[config.mk]
export PLATFORM = sky130hd
export DESIGN_NAME = axi_bus_arbiter
export DESIGN_NICKNAME = d
export VERILOG_FILES = /design/src/rtl/axi_bus_arbiter.sv
export SDC_FILE = /design/constraint.sdc
export NUM_CORES = 1
export LEC_CHECK = 0
export BUFFER_PORTS_ARGS = -buffer_cell sky130_fd_sc_hd__buf_4
export CAP_MARGIN = 5
export CORE_AREA = 10 10 181 183
export CTS_CLUSTER_DIAMETER = 80
export DETAILED_ROUTE_END_ITERATION = 10
export DIE_AREA = 0 0 191 193
export HOLD_SLACK_MARGIN = 0.1
export SYNTH_ARGS = -nofsm -noshare
export SYNTH_HDL_FRONTEND = slang
export SYNTH_SLANG_ARGS = --single-unit
export TNS_END_PERCENT = 1
[constraint.sdc]
create_clock -name clk -period 7.7 [get_ports clk]
set_input_delay 1.54 -clock clk [delete_from_list [all_inputs] [get_ports clk]]
set_output_delay 1.54 -clock clk [all_outputs]
set_load 0.02 [all_outputs]
[src/rtl/axi_bus_arbiter.sv]
// axi_bus_arbiter
// Single-master AXI-style bus interface that sits behind the cache layer.
// The read channel is shared between the instruction side and the data side,
// with the data side taking priority. The write channel serves the data side
// only. The read and write FSMs run concurrently. A data read that targets the
// line of an in-flight write is held back until that write completes.
//
// Ports:
//   clk, resetn                      clock and synchronous active-low reset
//   inst_rd_*  / inst_ret_*          icache read request and returned beats
//   data_rd_*  / data_ret_*          data-side read request and returned beats
//   data_wr_*                        data-side write request (word or line)
//   ar*, r*, aw*, w*, b*             AXI master channels
module axi_bus_arbiter #(
    parameter int LINE_WORDS = 4,
    parameter int ID_INST    = 0,
    parameter int ID_DATA    = 1
) (
    input  logic                      clk,
    input  logic                      resetn,
    // instruction-side read
    input  logic                      inst_rd_req,
    input  logic [2:0]                inst_rd_type,
    input  logic [31:0]               inst_rd_addr,
    output logic                      inst_rd_rdy,
    output logic                      inst_ret_valid,
    output logic                      inst_ret_last,
    output logic [31:0]               inst_ret_data,
    // data-side read
    input  logic                      data_rd_req,
    input  logic [2:0]                data_rd_type,
    input  logic [31:0]               data_rd_addr,
    output logic                      data_rd_rdy,
    output logic                      data_ret_valid,
    output logic                      data_ret_last,
    output logic [31:0]               data_ret_data,
    // data-side write
    input  logic                      data_wr_req,
    input  logic [2:0]                data_wr_type,
    input  logic [31:0]               data_wr_addr,
    input  logic [3:0]                data_wr_wstrb,
    input  logic [32*LINE_WORDS-1:0]  data_wr_data,
    output logic                      data_wr_rdy,
    // AXI read address
    output logic [3:0]                arid,
    output logic [31:0]               araddr,
    output logic [7:0]                arlen,
    output logic [2:0]                arsize,
    output logic                      arvalid,
    input  logic                      arready,
    // AXI read data
    input  logic [3:0]                rid,
    input  logic [31:0]               rdata,
    input  logic                      rlast,
    input  logic                      rvalid,
    output logic                      rready,
    // AXI write address
    output logic [3:0]                awid,
    output logic [31:0]               awaddr,
    output logic [7:0]                awlen,
    output logic [2:0]                awsize,
    output logic                      awvalid,
    input  logic                      awready,
    // AXI write data
    output logic [31:0]               wdata,
    output logic [3:0]                wstrb,
    output logic                      wlast,
    output logic                      wvalid,
    input  logic                      wready,
    // AXI write response
    input  logic                      bvalid,
    output logic                      bready
);

    localparam int         CNT_W    = (LINE_WORDS > 1) ? $clog2(LINE_WORDS) : 1;
    localparam logic [7:0] LINE_LEN = 8'(LINE_WORDS - 1);
    localparam logic [3:0] ID_I     = 4'(ID_INST);
    localparam logic [3:0] ID_D     = 4'(ID_DATA);

    typedef enum logic [1:0] {R_IDLE, R_AR, R_DATA} r_state_t;
    typedef enum logic [1:0] {W_IDLE, W_AW, W_W, W_B} w_state_t;

    r_state_t           r_state;
    logic [31:0]        rd_addr_q;
    logic               rd_line_q;
    logic               rd_owner_q;      // 1 = data side, 0 = instruction side

    w_state_t           w_state;
    logic [31:0]        wr_addr_q;
    logic               wr_line_q;
    logic [3:0]         wr_strb_q;
    logic [31:0]        wr_words [LINE_WORDS];
    logic [CNT_W-1:0]   cnt;

    logic               wr_accept;
    logic               data_hold;
    logic               data_grant;
    logic               inst_grant;
    logic               beat_match;
    logic               wlast_int;

    // A data read must not overtake a write to the same line. The second term
    // covers a write that is only being accepted this cycle, before its address
    // has been captured.
    assign wr_accept  = resetn && (w_state == W_IDLE) && data_wr_req;
    assign data_hold  = ((w_state != W_IDLE) && (data_rd_addr[31:4] == wr_addr_q[31:4])) ||
                        (wr_accept && (data_rd_addr[31:4] == data_wr_addr[31:4]));
    assign data_grant = resetn && (r_state == R_IDLE) && data_rd_req && !data_hold;
    assign inst_grant = resetn && (r_state == R_IDLE) && inst_rd_req && !data_grant;

    assign inst_rd_rdy = inst_grant;
    assign data_rd_rdy = data_grant;
    assign data_wr_rdy = wr_accept;

    // Read address / data channel
    assign arid    = rd_owner_q ? ID_D : ID_I;
    assign araddr  = rd_addr_q;
    assign arlen   = rd_line_q ? LINE_LEN : 8'd0;
    assign arsize  = 3'd2;
    assign arvalid = resetn && (r_state == R_AR);
    assign rready  = resetn && (r_state == R_DATA);

    // Beats carrying a foreign ID are still acknowledged through rready but
    // are not forwarded to either requester.
    assign beat_match     = rready && rvalid && (rid == arid);
    assign inst_ret_valid = beat_match && !rd_owner_q;
    assign data_ret_valid = beat_match && rd_owner_q;
    assign inst_ret_last  = inst_ret_valid && rlast;
    assign data_ret_last  = data_ret_valid && rlast;
    assign inst_ret_data  = rdata;
    assign data_ret_data  = rdata;

    // Write channels
    assign awid      = ID_D;
    assign awaddr    = wr_addr_q;
    assign awlen     = wr_line_q ? LINE_LEN : 8'd0;
    assign awsize    = 3'd2;
    assign awvalid   = resetn && (w_state == W_AW);
    assign wvalid    = resetn && (w_state == W_W);
    assign wlast_int = (8'(cnt) == awlen);
    assign wlast     = wvalid && wlast_int;
    assign wdata     = wr_words[cnt];
    assign wstrb     = wr_line_q ? 4'hf : wr_strb_q;
    assign bready    = resetn && (w_state == W_B);

    // Read FSM: grant, address phase, then drain beats until rlast.
    always_ff @(posedge clk) begin
        if (!resetn) begin
            r_state    <= R_IDLE;
            rd_addr_q  <= '0;
            rd_line_q  <= 1'b0;
            rd_owner_q <= 1'b0;
        end else begin
            case (r_state)
                R_IDLE: begin
                    if (data_grant) begin
                        rd_addr_q  <= data_rd_addr;
                        rd_line_q  <= (data_rd_type == 3'b100);
                        rd_owner_q <= 1'b1;
                        r_state    <= R_AR;
                    end else if (inst_grant) begin
                        rd_addr_q  <= inst_rd_addr;
                        rd_line_q  <= (inst_rd_type == 3'b100);
                        rd_owner_q <= 1'b0;
                        r_state    <= R_AR;
                    end
                end
                R_AR: begin
                    if (arready) r_state <= R_DATA;
                end
                R_DATA: begin
                    if (rvalid && rlast) r_state <= R_IDLE;
                end
                default: r_state <= R_IDLE;
            endcase
        end
    end

    // Write FSM: capture, address phase, data beats, then wait for response.
    // The beat counter stops at awlen so wdata never indexes past the line.
    always_ff @(posedge clk) begin
        if (!resetn) begin
            w_state   <= W_IDLE;
            wr_addr_q <= '0;
            wr_line_q <= 1'b0;
            wr_strb_q <= '0;
            cnt       <= '0;
            for (int i = 0; i < LINE_WORDS; i++) wr_words[i] <= '0;
        end else begin
            case (w_state)
                W_IDLE: begin
                    if (data_wr_req) begin
                        wr_addr_q <= data_wr_addr;
                        wr_line_q <= (data_wr_type == 3'b100);
                        wr_strb_q <= data_wr_wstrb;
                        cnt       <= '0;
                        for (int i = 0; i < LINE_WORDS; i++)
                            wr_words[i] <= data_wr_data[32*i +: 32];
                        w_state   <= W_AW;
                    end
                end
                W_AW: begin
                    if (awready) w_state <= W_W;
                end
                W_W: begin
                    if (wready) begin
                        if (wlast_int) w_state <= W_B;
                        else           cnt     <= cnt + 1'b1;
                    end
                end
                W_B: begin
                    if (bvalid) w_state <= W_IDLE;
                end
                default: w_state <= W_IDLE;
            endcase
        end
    end

endmodule

==> results.cfg <==
[timing]
worst_slack_ns = 2.88
tns_ns = 0
setup_viol_count_final = 0
finalCriticalPeriod_ns = 4.82
drv_slew = 0
fmax_mhz = 207
finalClockSkew_ns = 0.00857
final-hold-violation-count = 0
tightest_slew_ns = 0.922
finalCritPeriodShare_pct = 62.6
rsz0062_at_grt = no
relSlewSlack_pct = 38.5

[job]
maxCapViolCount = 0

[finish]
final_cell_mix = buf_4, and2_1, edfxtp_1
layout_commonest_cell = buf_4
areaGrowthSynthToFinish_pct = 32.3
multi_input_area_um2 = 3950
nFillCells = 2747
drive_gt1_share_pct = 43.5
layout.nets = 1399
regArea_um2 = 5430

[worst_setup_path]
crit_fanout = 8
path_class = in2out
cp-startpoint = data_rd_addr[30]
cp-end-kind = output pin
timing.rr.start = w_state[1]$_SDFFE_PN0P_
cp.arrival_ns = 3.28
cp.required_ns = 6.16
start_kind = input port

[drt]
wire_per_inst_um = 21.8
drc = 0
vias = 7249
viasPerCell = 4.77
drt_iter0_drc = 398
drtAntennaViolNets = 0
dr.pass1.iters = 4
wl_um = 33100

[cts]
h-tree-depth = 1
cts_hold_buf = 0
clk_path_buf_depth = 3
post-cts-setup-buffers = 0
clkSlewWorstSetupHoldPaths_ns = 0.06
clock_sinks = 207
cts_buffers = 24
cts_root_buf = clkbuf_16
clock_latency_ns = 0.51
cts_tree = yes
cts-resized-gates = 0

[logic_synthesis]
ys_seq_elements = 207
synth_area_leader_cell = edfxtp_1
syn_inst = 824
synth-edff-count = 128
synthFlopType = edfxtp_1
syn_area_per_cell_um2 = 12.4
synth_warnings = 0
ys_seq_area_share_pct = 53.0
yosysTopAreaCellShare_pct = 37.5
synthesis.area_um2 = 10200
async_flop_share_pct = 0
ys_top_cells_by_area = edfxtp_1, dfxtp_1, and2_1
synthDistinctLibCells = 46

[min_path]
worst_hold_path_type = reg2reg
hold_start = wr_strb_q[3]$_SDFFE_PN0P_

[die]
rows = 63
die-area_um2 = 36900
die_w_um = 191
initial_utilization_pct = 35.0
core_um2 = 29200
die_h_um = 193
pin_count = 491

[outcome]
outcome = finished clean

[power]
p_leak_uw = 0.00578
power.total_uw = 3810
ir_worst_vdd_mv = 0.165
power_density_nw_per_um2 = 281

[global_routing]
grt_antenna_before_repair = 1
overflow = 0
grt_max_degree = 88
grt_pass1_vias = 7691
grt_pass1_wl_um = 47500
globalRouteTotalUtil_pct = 16.8

[placed_design]
port_buffers = 369
pre_cts_ws_ns = 2.83
hpwlAfterDp_um = 24700
gp_congestion = 0.807
## Yosys cell counts, drive strengths merged (2+ instances only)
cell type  count
nor2           8
dfxtp         79
nor2b          4
a21oi          3
nor3b          2
and3           2
mux4          32
nand3          5
xnor2         44
inv            7
conb           2
nand3b         2
a21boi        36
xor2          12
nand4         10
nor3           5
nor4           4
buf          108
a22o          36
or2            4
and3b          2
and2         134
nand2         71
ha             5
clkbuf        33
edfxtp       128
mux2          34
## layer usage
metal / vias to the layer above / track usage (%) / share of wire [%]
met1: 3493 / 20.4 / 39
met4: 0 / 3.94 / 1.8
li1: 3342 / - / -
met3: 34 / 7.61 / 12
met2: 380 / 26.8 / 47
met5: - / 0 / 0
## layout make-up
class	count	share of cell area, %
well taps	390	3.60
multi-input cells	492	29.2
clock buffers	29	4.73
repair buffers	378	20.9
flip-flops and latches	207	40.0
inverters	7	0.212
diodes	1	0.0185
clock inverters	15	1.32
## final timing paths
kind                                                      end  slack (ns)  cells past startpoint
worst max-delay path                              inst_rd_rdy        2.88                      8
worst min-delay path                wr_strb_q[3]$_SDFFE_PN0P_        0.47                      1
worst max register to register  wr_words[2][16]$_SDFFCE_PN0P_        4.89                      6
worst min register to register      wr_strb_q[3]$_SDFFE_PN0P_        0.47                      1
## flip-flops by register name, summed over array words and instances, names as in the netlist, named ones only
signal / count
rd_line_q: 1
wr_strb_q: 4
wr_line_q: 1
cnt: 2
araddr: 32
rd_owner_q: 1
awaddr: 32
wr_words: 128
r_state: 2
w_state: 2
## power by group
part	internal (uW)	switching, uW	total (uW)
registers	1470	103	1570
logic	486	563	1050
clock network	726	464	1190
total	2680	1130	3810
## critical path, cell delays in order
cell and delay (ns):
buf_4 0.13, xnor2_1 0.25, nand4_1 0.14, nor4_1 0.42
nand4_1 0.14, and4_2 0.36, nor2_1 0.14, buf_4 0.15
## through the flow
| stage | area, um2 | utilization [%] | hold WS (ns) | std cells |
|---|---|---|---|---|
| finish | 13600 | 46.4 | 0.473 | 1519 |
| global route | 13600 | 46.3 | 0.491 | 1518 |
| CTS | 13600 | 46.3 | 0.469 | 1518 |
| detailed placement | 12700 | 43.5 | 0.454 | 1474 |
| global placement | 12700 | 43.5 | 0.452 | 1474 |
| floorplan | 10300 | - | 0.435 | 847 |
## kinds of logic (layout without fill, tap and decap cells)
logic type      after synthesis  count (layout)  synth area share (%)
fa+ha+maj                     5               5                 0.611
xor+xnor                     56              56                  4.79
buf+inv                     148             429                  9.45
compound gates               82              82                  6.47
flops                       207             207                  53.0
other cells                   2              26                0.0733
mux                          67              67                  11.8
simple gates                257             257                  13.8
Note: power is estimated with default switching activity, not from simulation.
